### src/rtl/mc_ctrl_pkg.sv
`default_nettype none
// ============================================================================
// Module   : mc_ctrl_pkg
// Purpose  : Shared state, opcode, funct and ALU encodings for mc_controller.
// Revision : 1.0 - initial release
// ============================================================================
package mc_ctrl_pkg;

    localparam logic [3:0] S_FETCH   = 4'd0;
    localparam logic [3:0] S_DECODE  = 4'd1;
    localparam logic [3:0] S_MEMADR  = 4'd2;
    localparam logic [3:0] S_MEMRD   = 4'd3;
    localparam logic [3:0] S_MEMWB   = 4'd4;
    localparam logic [3:0] S_MEMWR   = 4'd5;
    localparam logic [3:0] S_RTYPEEX = 4'd6;
    localparam logic [3:0] S_ALUWB   = 4'd7;
    localparam logic [3:0] S_BRANCH  = 4'd8;
    localparam logic [3:0] S_ADDIEX  = 4'd9;
    localparam logic [3:0] S_LOGIEX  = 4'd10;
    localparam logic [3:0] S_IMMWB   = 4'd11;
    localparam logic [3:0] S_JUMP    = 4'd12;
    localparam logic [3:0] S_ERROR   = 4'd15;

    localparam logic [5:0] OP_RTYPE = 6'b000000;
    localparam logic [5:0] OP_J     = 6'b000010;
    localparam logic [5:0] OP_BEQ   = 6'b000100;
    localparam logic [5:0] OP_BNE   = 6'b000101;
    localparam logic [5:0] OP_ADDI  = 6'b001000;
    localparam logic [5:0] OP_ANDI  = 6'b001100;
    localparam logic [5:0] OP_ORI   = 6'b001101;
    localparam logic [5:0] OP_LW    = 6'b100011;
    localparam logic [5:0] OP_SW    = 6'b101011;

    localparam logic [5:0] FN_ADD = 6'b100000;
    localparam logic [5:0] FN_SUB = 6'b100010;
    localparam logic [5:0] FN_AND = 6'b100100;
    localparam logic [5:0] FN_OR  = 6'b100101;
    localparam logic [5:0] FN_SLT = 6'b101010;
    localparam logic [5:0] FN_NOR = 6'b100111;

    typedef enum logic [2:0] {
        ALUOP_ADD   = 3'd0,
        ALUOP_SUB   = 3'd1,
        ALUOP_FUNCT = 3'd2,
        ALUOP_AND   = 3'd3,
        ALUOP_OR    = 3'd4
    } aluop_e;

    localparam logic [3:0] ALU_ADD = 4'b0010;
    localparam logic [3:0] ALU_SUB = 4'b0110;
    localparam logic [3:0] ALU_AND = 4'b0000;
    localparam logic [3:0] ALU_OR  = 4'b0001;
    localparam logic [3:0] ALU_SLT = 4'b0111;
    localparam logic [3:0] ALU_NOR = 4'b1100;

endpackage
`default_nettype wire

### src/rtl/mc_aludec.sv
`default_nettype none
// ============================================================================
// Module   : mc_aludec
// Purpose  : Combinational aluop/funct to alucontrol decode, zero-extended.
// Revision : 1.0 - initial release
// ============================================================================
module mc_aludec
    import mc_ctrl_pkg::*;
#(
    parameter int ALUCTRL_W = 4
) (
    input  logic [2:0]           aluop,
    input  logic [5:0]           funct,
    output logic [ALUCTRL_W-1:0] alucontrol
);

    logic [3:0] w_alu4;

    always_comb begin
        w_alu4 = ALU_ADD;
        case (aluop)
            ALUOP_ADD: w_alu4 = ALU_ADD;
            ALUOP_SUB: w_alu4 = ALU_SUB;
            ALUOP_AND: w_alu4 = ALU_AND;
            ALUOP_OR:  w_alu4 = ALU_OR;
            ALUOP_FUNCT: begin
                case (funct)
                    FN_ADD:  w_alu4 = ALU_ADD;
                    FN_SUB:  w_alu4 = ALU_SUB;
                    FN_AND:  w_alu4 = ALU_AND;
                    FN_OR:   w_alu4 = ALU_OR;
                    FN_SLT:  w_alu4 = ALU_SLT;
                    FN_NOR:  w_alu4 = ALU_NOR;
                    default: w_alu4 = ALU_ADD;
                endcase
            end
            default: w_alu4 = ALU_ADD;
        endcase
    end

    generate
        if (ALUCTRL_W > 4) begin : g_ext
            assign alucontrol = {{(ALUCTRL_W-4){1'b0}}, w_alu4};
        end else begin : g_exact
            assign alucontrol = w_alu4;
        end
    endgenerate

endmodule
`default_nettype wire

### src/rtl/mc_controller.sv
`default_nettype none
// ============================================================================
// Module   : mc_controller
// Purpose  : Multicycle MIPS main FSM with memory wait handshake and timeout.
// Revision : 1.0 - initial release
// ============================================================================
module mc_controller
    import mc_ctrl_pkg::*;
#(
    parameter int ALUCTRL_W  = 4,
    parameter int WAIT_LIMIT = 16
) (
    input  logic                 clk,
    input  logic                 reset_n,
    input  logic [5:0]           op,
    input  logic [5:0]           funct,
    input  logic                 zero,
    input  logic                 mem_ready,
    output logic                 memreq,
    output logic                 memwrite,
    output logic                 pcen,
    output logic                 irwrite,
    output logic                 regwrite,
    output logic                 alusrca,
    output logic                 iord,
    output logic                 memtoreg,
    output logic                 regdst,
    output logic                 extop,
    output logic [1:0]           alusrcb,
    output logic [1:0]           pcsrc,
    output logic [ALUCTRL_W-1:0] alucontrol,
    output logic                 buserr,
    output logic [3:0]           state
);

    localparam int CNT_W = (WAIT_LIMIT > 0) ? $clog2(WAIT_LIMIT + 1) : 1;
    localparam logic [CNT_W-1:0] CNT_MAX  = '1;
    localparam logic [CNT_W-1:0] CNT_LAST = (WAIT_LIMIT > 0) ? CNT_W'(WAIT_LIMIT - 1) : '0;

    logic [3:0]       state_q, state_d;
    logic [CNT_W-1:0] wait_cnt_q, wait_cnt_d;
    logic             buserr_q, buserr_d;

    logic       w_pcwrite;
    logic       w_irwrite;
    logic       w_branch;
    logic       w_bne_sel;
    logic       w_timeout;
    logic [2:0] w_aluop;

    // Moore decode; the unlisted default aluop (AND) yields alucontrol 0
    always_comb begin
        memreq    = 1'b0;
        memwrite  = 1'b0;
        regwrite  = 1'b0;
        alusrca   = 1'b0;
        iord      = 1'b0;
        memtoreg  = 1'b0;
        regdst    = 1'b0;
        extop     = 1'b0;
        alusrcb   = 2'b00;
        pcsrc     = 2'b00;
        w_pcwrite = 1'b0;
        w_irwrite = 1'b0;
        w_branch  = 1'b0;
        w_bne_sel = 1'b0;
        w_aluop   = ALUOP_AND;
        case (state_q)
            S_FETCH: begin
                memreq    = 1'b1;
                alusrcb   = 2'b01;
                w_aluop   = ALUOP_ADD;
                w_irwrite = mem_ready;
                w_pcwrite = mem_ready;
            end
            S_DECODE: begin
                alusrcb = 2'b11;
                w_aluop = ALUOP_ADD;
            end
            S_MEMADR: begin
                alusrca = 1'b1;
                alusrcb = 2'b10;
                w_aluop = ALUOP_ADD;
            end
            S_MEMRD: begin
                memreq = 1'b1;
                iord   = 1'b1;
            end
            S_MEMWB: begin
                regwrite = 1'b1;
                memtoreg = 1'b1;
            end
            S_MEMWR: begin
                memreq   = 1'b1;
                memwrite = 1'b1;
                iord     = 1'b1;
            end
            S_RTYPEEX: begin
                alusrca = 1'b1;
                w_aluop = ALUOP_FUNCT;
            end
            S_ALUWB: begin
                regwrite = 1'b1;
                regdst   = 1'b1;
            end
            S_BRANCH: begin
                alusrca   = 1'b1;
                pcsrc     = 2'b01;
                w_aluop   = ALUOP_SUB;
                w_branch  = 1'b1;
                w_bne_sel = op[0];
            end
            S_ADDIEX: begin
                alusrca = 1'b1;
                alusrcb = 2'b10;
                w_aluop = ALUOP_ADD;
            end
            S_LOGIEX: begin
                alusrca = 1'b1;
                alusrcb = 2'b10;
                extop   = 1'b1;
                w_aluop = op[0] ? ALUOP_OR : ALUOP_AND;
            end
            S_IMMWB: begin
                regwrite = 1'b1;
            end
            S_JUMP: begin
                pcsrc     = 2'b10;
                w_pcwrite = 1'b1;
            end
            default: begin
            end
        endcase
    end

    // Reset holds the FETCH decode but must not let IR or PC load
    assign irwrite = w_irwrite & reset_n;
    assign pcen    = (w_pcwrite | (w_branch & (zero ^ w_bne_sel))) & reset_n;

    assign w_timeout = (WAIT_LIMIT != 0) && memreq && !mem_ready && (wait_cnt_q == CNT_LAST);

    always_comb begin
        state_d = state_q;
        case (state_q)
            S_FETCH:   if (mem_ready) state_d = S_DECODE;
            S_DECODE: begin
                case (op)
                    OP_LW, OP_SW:    state_d = S_MEMADR;
                    OP_RTYPE:        state_d = S_RTYPEEX;
                    OP_BEQ, OP_BNE:  state_d = S_BRANCH;
                    OP_ADDI:         state_d = S_ADDIEX;
                    OP_ANDI, OP_ORI: state_d = S_LOGIEX;
                    OP_J:            state_d = S_JUMP;
                    default:         state_d = S_FETCH;
                endcase
            end
            S_MEMADR:  state_d = (op == OP_SW) ? S_MEMWR : S_MEMRD;
            S_MEMRD:   if (mem_ready) state_d = S_MEMWB;
            S_MEMWB:   state_d = S_FETCH;
            S_MEMWR:   if (mem_ready) state_d = S_FETCH;
            S_RTYPEEX: state_d = S_ALUWB;
            S_ALUWB:   state_d = S_FETCH;
            S_BRANCH:  state_d = S_FETCH;
            S_ADDIEX:  state_d = S_IMMWB;
            S_LOGIEX:  state_d = S_IMMWB;
            S_IMMWB:   state_d = S_FETCH;
            S_JUMP:    state_d = S_FETCH;
            S_ERROR:   state_d = S_ERROR;
            default:   state_d = S_FETCH;
        endcase
        if (w_timeout) begin
            state_d = S_ERROR;
        end
    end

    // Counter only runs while parked in one memory state; any transition clears it
    always_comb begin
        wait_cnt_d = '0;
        if (memreq && !mem_ready && (state_d == state_q)) begin
            wait_cnt_d = (wait_cnt_q == CNT_MAX) ? wait_cnt_q : wait_cnt_q + 1'b1;
        end
        buserr_d = buserr_q | (state_d == S_ERROR);
    end

    always_ff @(posedge clk or negedge reset_n) begin
        if (!reset_n) begin
            state_q    <= S_FETCH;
            wait_cnt_q <= '0;
            buserr_q   <= 1'b0;
        end else begin
            state_q    <= state_d;
            wait_cnt_q <= wait_cnt_d;
            buserr_q   <= buserr_d;
        end
    end

    assign buserr = buserr_q;
    assign state  = state_q;

    mc_aludec #(
        .ALUCTRL_W (ALUCTRL_W)
    ) u_aludec (
        .aluop      (w_aluop),
        .funct      (funct),
        .alucontrol (alucontrol)
    );

endmodule
`default_nettype wire
### config.mk
export PLATFORM = sky130hd
export DESIGN_NAME = mc_controller
export DESIGN_NICKNAME = d
export VERILOG_FILES = /design/src/rtl/mc_ctrl_pkg.sv /design/src/rtl/mc_aludec.sv /design/src/rtl/mc_controller.sv
export SDC_FILE = /design/constraint.sdc
export NUM_CORES = 1
export LEC_CHECK = 0
export ABC_AREA = 1
export BUFFER_PORTS_ARGS = -buffer_cell sky130_fd_sc_hd__buf_2
export CORE_MARGIN = 8
export CORE_UTILIZATION = 51
export CTS_BUF_LIST = sky130_fd_sc_hd__clkbuf_8
export DETAILED_ROUTE_END_ITERATION = 10
export GPL_TIMING_DRIVEN = 0
export PLACE_DENSITY = 0.83
export SYNTH_ARGS = -nofsm -noshare
export SYNTH_HDL_FRONTEND = slang
export SYNTH_HIERARCHICAL = 1
export SYNTH_SLANG_ARGS = --single-unit
### constraint.sdc
create_clock -name clk -period 2.66 [get_ports clk]
set_input_delay 0.532 -clock clk [delete_from_list [all_inputs] [get_ports clk]]
set_output_delay 0.532 -clock clk [all_outputs]
set_load 0.005 [all_outputs]
Word level (Yosys, flattened, before mapping)
Cells that the tools add are included.
{"block": "totals", "in_bits": 16, "elab_cells": 88, "out_inout_bits": 23, "ff_bits": 10}
{"block": "op_classes", "n_bitwise": 6, "n_reduce_logical": 16, "muxes": 27, "add_sub_neg": 1, "eq_ne": 35}
{"operator": "equality test 6 bit (second input constant)", "n": 7}
{"operator": "one-hot mux 4 bit (8 select lines)", "n": 1}
{"operator": "equality test 4 bit (second input constant)", "n": 7}
{"operator": "one-hot mux 4 bit (6 select lines)", "n": 1}
{"operator": "one-hot mux 4 bit (5 select lines)", "n": 1}
{"operator": "equality test 6 x 4 -> 1 bit (second input constant)", "n": 3}
{"operator": "equality test 4 x 3 -> 1 bit (second input constant)", "n": 4}
{"operator": "2-to-1 mux 4 bit", "n": 4}
{"operator": "one-hot mux 4 bit (4 select lines)", "n": 1}
{"operator": "equality test 6 x 3 -> 1 bit (second input constant)", "n": 2}
{"operator": "one-hot mux 3 bit (4 select lines)", "n": 1}
{"operator": "2-to-1 mux 1 bit", "n": 11}
{"operator": "2-to-1 mux 5 bit", "n": 2}
{"operator": "OR reduction 2 bit", "n": 5}
{"operator": "OR reduction 3 bit", "n": 3}
{"operator": "equality test 4 x 2 -> 1 bit (second input constant)", "n": 2}
{"operator": "equality test 3 x 2 -> 1 bit (second input constant)", "n": 2}
{"operator": "equality test 6 x 2 -> 1 bit (second input constant)", "n": 1}
{"operator": "logical NOT 6 bit", "n": 1}
{"operator": "2-to-1 mux 3 bit", "n": 2}
{"operator": "one-hot mux 2 bit (3 select lines)", "n": 1}
{"operator": "adder 5 x 1 -> 5 bit (second input constant)", "n": 1}
{"operator": "equality test 5 x 4 -> 1 bit (second input constant)", "n": 1}
{"operator": "equality test 5 bit (second input constant)", "n": 1}
{"operator": "other kinds (15)", "n": 20}

Longest topological paths before layout
Gate-level depths: netlist (run 1).
{"block": "depth", "word_depth": 9, "mapped_depth": 11, "mapped_depth_nobuf": 11}

Hierarchy
The synthesis (run 1) kept the hierarchy.
{"module": "mc_controller", "area_per_inst_um2": 870.8, "cells_each": 134, "n_inst": 1, "seq_area_each_um2": 250.2}
{"module": "mc_aludec", "area_per_inst_um2": 170.2, "cells_each": 36, "n_inst": 1, "seq_area_each_um2": 0.0}

Least setup slack after synthesis (run 1)
No wires, ideal clock.
{"block": "synth_timing", "path_type": "flip-flop to output port", "start": "register state_q[3], in the netlist state[3]", "end": "output alucontrol[2]", "setup_slack_ns": 0.543, "t_required_ns": 2.128, "path_stages_with_launch": 12, "arrival_time_ns": 1.585, "path_buffers": 0, "cell_sequence": "dfrtp_1 -> inv_2 -> nor2_1 -> inv_1 -> nor2_1 -> a211oi_1 -> o21ai_0 -> inv_2 -> nand3_2 -> inv_2 -> nand3_1 -> nand3_1"}
{"block": "synth_between", "elab_chain_len": 5, "word_cells_on_any_way": 14, "cone_classes": "10 x eq/ne; 2 x mux; 2 x reduce/logical"}
{"element": "from (decl)", "line": "mc_controller.sv:40", "rtl": "logic [3:0] state_q, state_d;"}
{"element": "from (signal assigned)", "line": "mc_controller.sv:191", "rtl": "state_q <= state_d;"}
{"element": "equality test 4 x 1 -> 1 bit (tied with other cells)", "line": "mc_controller.sv:68", "rtl": "case (state_q)"}
{"element": "OR reduction 4 bit (no line)"}
{"element": "one-hot mux 3 bit (4 select lines) *", "line": "mc_controller.sv:68"}
{"element": "named net w_aluop[0]", "line": "mc_controller.sv:49", "rtl": "logic [2:0] w_aluop;"}
{"element": "equality test 3 x 2 -> 1 bit (tied with other cells)", "line": "mc_aludec.sv:21", "rtl": "case (aluop)"}
{"element": "one-hot mux 4 bit (4 select lines) *", "line": "mc_aludec.sv:21"}
{"element": "to (decl)", "line": "mc_controller.sv:31", "rtl": "output logic [ALUCTRL_W-1:0] alucontrol,"}
The timed path passes the listed nets; every way through them passes the cells marked *.

Worst setup path in the final report (run 1)
{"block": "layout_timing", "start": "register state_q[1], in the netlist state[1]", "end": "output alucontrol[2]"}
Same word-level chain as after synthesis.

==> reports/metrics.cfg, run 1 <==
[clock_tree]
post-cts-setup-buffer-count=0
cts_buffer_depth=2
cts_tree=yes
clk_pin_slew_ns=0.04
cts.sinks=10
cts_max_level=1
cts_buffers=3
cts_hold_buffers=0
clock_latency_ns=0.23
cts-root-buf=clkbuf_8

[critical_path]
cp-end-kind=primary output
cp_max_fo=6
arrival_ns=1.97
start_kind=flip-flop
critical_path_class=reg -> out
cp.required_ns=2.13

[layout]
finish.utilization_pct=67.6
nets=232
fillerInstances=194
final_common_cell=buf_2
syn_to_final_growth_pct=26.1
mostFrequentLayoutCells=38 x buf_2, 31 x nand2_1, 30 x nor2_1
layout-drive-gt1-share_pct=30.8
antenna_cells=0
design_area_um2=1310
final_cell_count_no_fill=238

[yosys]
synth.avg_cell_area_um2=6.12
netlist_area_um2=1040
ys.flop_type=dfrtp_1
yosysSeqAreaShare_pct=24.0
ys_ff_latch=10
ys_types=23
synth_edf_count=0
ys_async_sr_fraction_pct=100
synth_warnings=6
syn-num-nets=189
synthCells=170

[drt]
drt_wl_total_mm=2.91
num_vias=1290
drc=0
firstDrtPassIters=4
avgViaCountPerCell=5.42
ant_nets=0
first_iter_violations=44
wl_per_cell_um=12.2

[global_routing]
grt_pass1_vias=1176
grt_pass1_wl_mm=4.67
grt_usage_pct=15.8
antenna_found_initial=0
grt-ovfl-total=0
grt_max_degree=12

[power]
power_density_nw_per_um2=263
p_leak_nw=0.760
p_total_mw=0.345
ir_drop_uv=312

[placed_design]
place_hpwl_mm=2.42
portBuffers=38
dp_cells=235
postPlaceCellArea_um2=1260
gp_congestion=0.913
place_ws_ns=0.234

[floorplanning]
die_area_um2=3740
core_um2=1940
die_x_um=61.2
row_count=16
start_util_pct=53.6
io_pins=39
die_h_um=61.2

[sta]
period_share_pct=94.1
finClkSkew_ns=0.00190
max_freq_ghz=0.399
worst_slew_pin_slew_ns=0.317
slew_headroom_pct=78.9
setup_viol=0
fin_crit_ns=2.50
slew_viol_final=0
setup_tns_ns=0
rsz0062_at_grt=false
fin_ws_ns=0.157
finalHoldViolCount=0
fin_hold_ws_ns=0.162

[hold_path]
holdCritPathClass=in -> async

[flow_run]
cap_violations=0

[status]
status=complete, no violations

## registers in the layout, indices dropped and copies added, names as in the netlist
| name | flops |
|---|---|
| buserr | 1 |
| state | 4 |
| wait_cnt_q | 5 |
## metal layers
layer | up-vias | share of wire, % | routed length, µm | track usage [%]
met5 | - | 0 | 0 | 0
met4 | 0 | 1.5 | 44 | 6.98
met3 | 7 | 8.7 | 253 | 2.51
met2 | 51 | 51 | 1490 | 29.7
met1 | 602 | 39 | 1120 | 16.6
li1 | 630 | - | - | -
## worst max-delay path, stage by stage (launching register included)
cell,delay [ns]
dfrtp_1,0.47
inv_1,0.11
nor2_2,0.15
inv_1,0.11
nor2_1,0.17
a211oi_2,0.10
o21ai_1,0.12
inv_2,0.07
nand3_2,0.09
inv_2,0.05
nand3_1,0.09
nand3_1,0.08
buf_2,0.13
## power breakdown
part / internal (mW) / total (mW) / switching, mW
clock: 0.0986 / 0.153 / 0.0542
combinational: 0.0148 / 0.0399 / 0.0251
sequential: 0.153 / 0.153 / 0
## logic make-up (layout without fill, tap and decap cells)
logic type | Yosys count | after routing | share of synthesized area [%]
xor+xnor | 3 | 3 | 2.52
buf+inv | 33 | 74 | 11.9
flops | 10 | 10 | 24.0
fa+ha+maj | 3 | 3 | 3.61
compound gates | 14 | 14 | 8.17
simple gates | 106 | 106 | 48.8
mux | 1 | 1 | 0.962
## layout make-up
type	count	area, µm²	area share (%)
multi-input combinational	127	672	51.2
tap	27	33.8	2.57
sequential	10	251	19.2
inverter	33	124	9.44
timing repair buffer	38	190	14.5
clock buffer	3	41.3	3.15
## final timing paths
check	start	to	slack [ns]	cells past startpoint
max	state[1]	alucontrol[2]	0.16	12
min	reset_n	wait_cnt_q[1]	0.16	1
max reg2reg	wait_cnt_q[0]	wait_cnt_q[3]	0.98	7
min reg2reg	buserr	buserr	0.46	2
max in group asynchronous	reset_n	state[3]	2.28	1
min in group clk	buserr	buserr	0.46	2
## synth_stat cells (all sizes together), types with 2 or more instances
| cell | n | area [µm²] |
|---|---|---|
| o21ai | 4 | 20.0 |
| a31oi | 2 | 12.5 |
| dfrtp | 10 | 250 |
| nor2 | 36 | 160 |
| xor2 | 3 | 26.3 |
| nor3 | 2 | 10.0 |
| nand3 | 28 | 165 |
| ha | 3 | 37.5 |
| and3 | 2 | 12.5 |
| nand4 | 2 | 12.5 |
| o211ai | 3 | 22.5 |
| nand2 | 35 | 141 |
| inv | 33 | 124 |
| o22ai | 2 | 12.5 |
| a21oi | 2 | 10.0 |
## timing repair
action | CTS | global route
gates cloned | 0 | 0
resized for setup | 1 | 3
setup endpoints to repair | 1 | 4
Note: power is estimated with default switching activity, not from simulation.
==> run 2, diff against run 1 <==
Settings changed: CAP_MARGIN from default to 10, PLACE_DENSITY 0.83 to default, PLACE_DENSITY_LB_ADDON from default to 0.05.
==> run 2 against run 1 <==
  * Total power increased by 9.6%
  * Worst hold slack got worse by 0.0072 ns
  * Largest power group is now clock
  * Combinational power decreased by 4%
  * Global-route usage decreased by 0.48 points
  * Routed wire length decreased by 1.9%
==> reports/metrics.cfg, run 2 (synthesis gave the netlist of run 1 again) <==
[status]
status=complete, no violations

[sta]
fin_ws_ns=0.163
finClkSkew_ns=0.00125
period_share_pct=93.9
slew_headroom_pct=75.8
setup_viol=0
worst_slew_pin_slew_ns=0.360
setup_tns_ns=0
fin_hold_ws_ns=0.155
fin_crit_ns=2.50
finalHoldViolCount=0
max_freq_ghz=0.400
slew_viol_final=0
rsz0062_at_grt=false

[placed_design]
place_hpwl_mm=2.29
gp_congestion=0.834
place_ws_ns=0.269
portBuffers=38

[drt]
first_iter_violations=30
ant_nets=0
drt_wl_total_mm=2.85
wl_per_cell_um=11.9
firstDrtPassIters=6
drc=0
num_vias=1239
avgViaCountPerCell=5.18

[critical_path]
critical-path-top-delay-family=buffers and inverters
arrival_ns=1.97
start_kind=flip-flop
critical_path_class=reg -> out
cp.required_ns=2.13
critPathSlowestCell=dfrtp_2
cp_max_fo=6
crit_buf_inv=5
cpPeakStageDelay_ns=0.47
cp-end-kind=primary output
cp_cell_sequence=inv_1 -> nor2_2 -> inv_1 -> nor2_1 -> a211oi_2 -> o21ai_1 -> inv_2 -> nand3_2 -> inv_2 -> nand3_1 -> nand3_1 -> buf_2

[floorplanning]
die_area_um2=3740
die_x_um=61.2
die_h_um=61.2
io_pins=39
start_util_pct=53.6
core_um2=1940
row_count=16

[power]
p_leak_nw=0.767
p_total_mw=0.379
ir_drop_uv=346
power_density_nw_per_um2=285

[clock_tree]
clock_latency_ns=0.23
cts.sinks=10
post_cts_resized=0
cts_hold_buffers=0
post-cts-setup-buffer-count=0
cts_tree=yes
cts-root-buf=clkbuf_8
cts_buffers=3
cts_buffer_depth=2
cts_max_level=1
clk_pin_slew_ns=0.05

[layout]
register_area_um2=253
antenna_cells=0
layout-drive-gt1-share_pct=31.6
nets=232
top_register=wait_cnt_q
mostFrequentLayoutCells=38 x buf_2, 31 x nand2_1, 30 x nor2_1
final_common_cell=buf_2
multi_input_area_um2=672
fillerInstances=184
largest_register_ffs=5
syn_to_final_growth_pct=27.5

[global_routing]
use_met2_pct=29.7
grt-ovfl-total=0
grt_pass1_vias=1142
grt_use_met1_pct=16.9
grt_max_degree=12
grt_usage_pct=15.3
antenna_found_initial=0
grt_pass1_wl_mm=4.55
busiest_layer=met2
use_met3_pct=2.09

[flow_run]
cap_violations=0

[hold_path]
holdCritPathClass=in -> async

## run 2: worst paths after layout
| check | depth (start not counted) | end | slack [ns] | from |
|---|---|---|---|---|
| hold reg to reg | 2 | buserr | 0.47 | buserr |
| hold / removal | 1 | wait_cnt_q[3] | 0.15 | reset_n |
| min in group clk | 2 | buserr | 0.47 | buserr |
| max in group asynchronous | 1 | state[1] | 2.29 | reset_n |
| setup reg to reg | 8 | wait_cnt_q[2] | 1.02 | wait_cnt_q[0] |
| setup / recovery | 12 | alucontrol[2] | 0.16 | state[1] |
## run 2: area by class of cell
type                       instances  area share [%]
tap                               27            2.54
sequential                        10            19.0
inverter                          33            9.33
multi-input combinational        127            50.6
clock buffer                       4            4.15
timing repair buffer              38            14.3
## run 2: per-stage QoR
step	area [µm²]	instances	util, %
finish	1330	239	68.4
global route	1330	239	68.4
floorplan	1040	170	-
global placement	1260	235	65.1
CTS	1320	239	68.0
detailed placement	1260	235	65.1
## run 2: metal layers
metal	wire length, µm	share of wire (%)
met4	12	0.42
met1	1150	40
met2	1500	52
met5	0	0
met3	196	6.9
## run 2: where the power goes
| part | switching (mW) | internal [mW] | total, mW |
|---|---|---|---|
| registers | 0 | 0.153 | 0.153 |
| clock network | 0.0576 | 0.130 | 0.188 |
| logic | 0.0237 | 0.0148 | 0.0384 |
| total | 0.0813 | 0.297 | 0.379 |
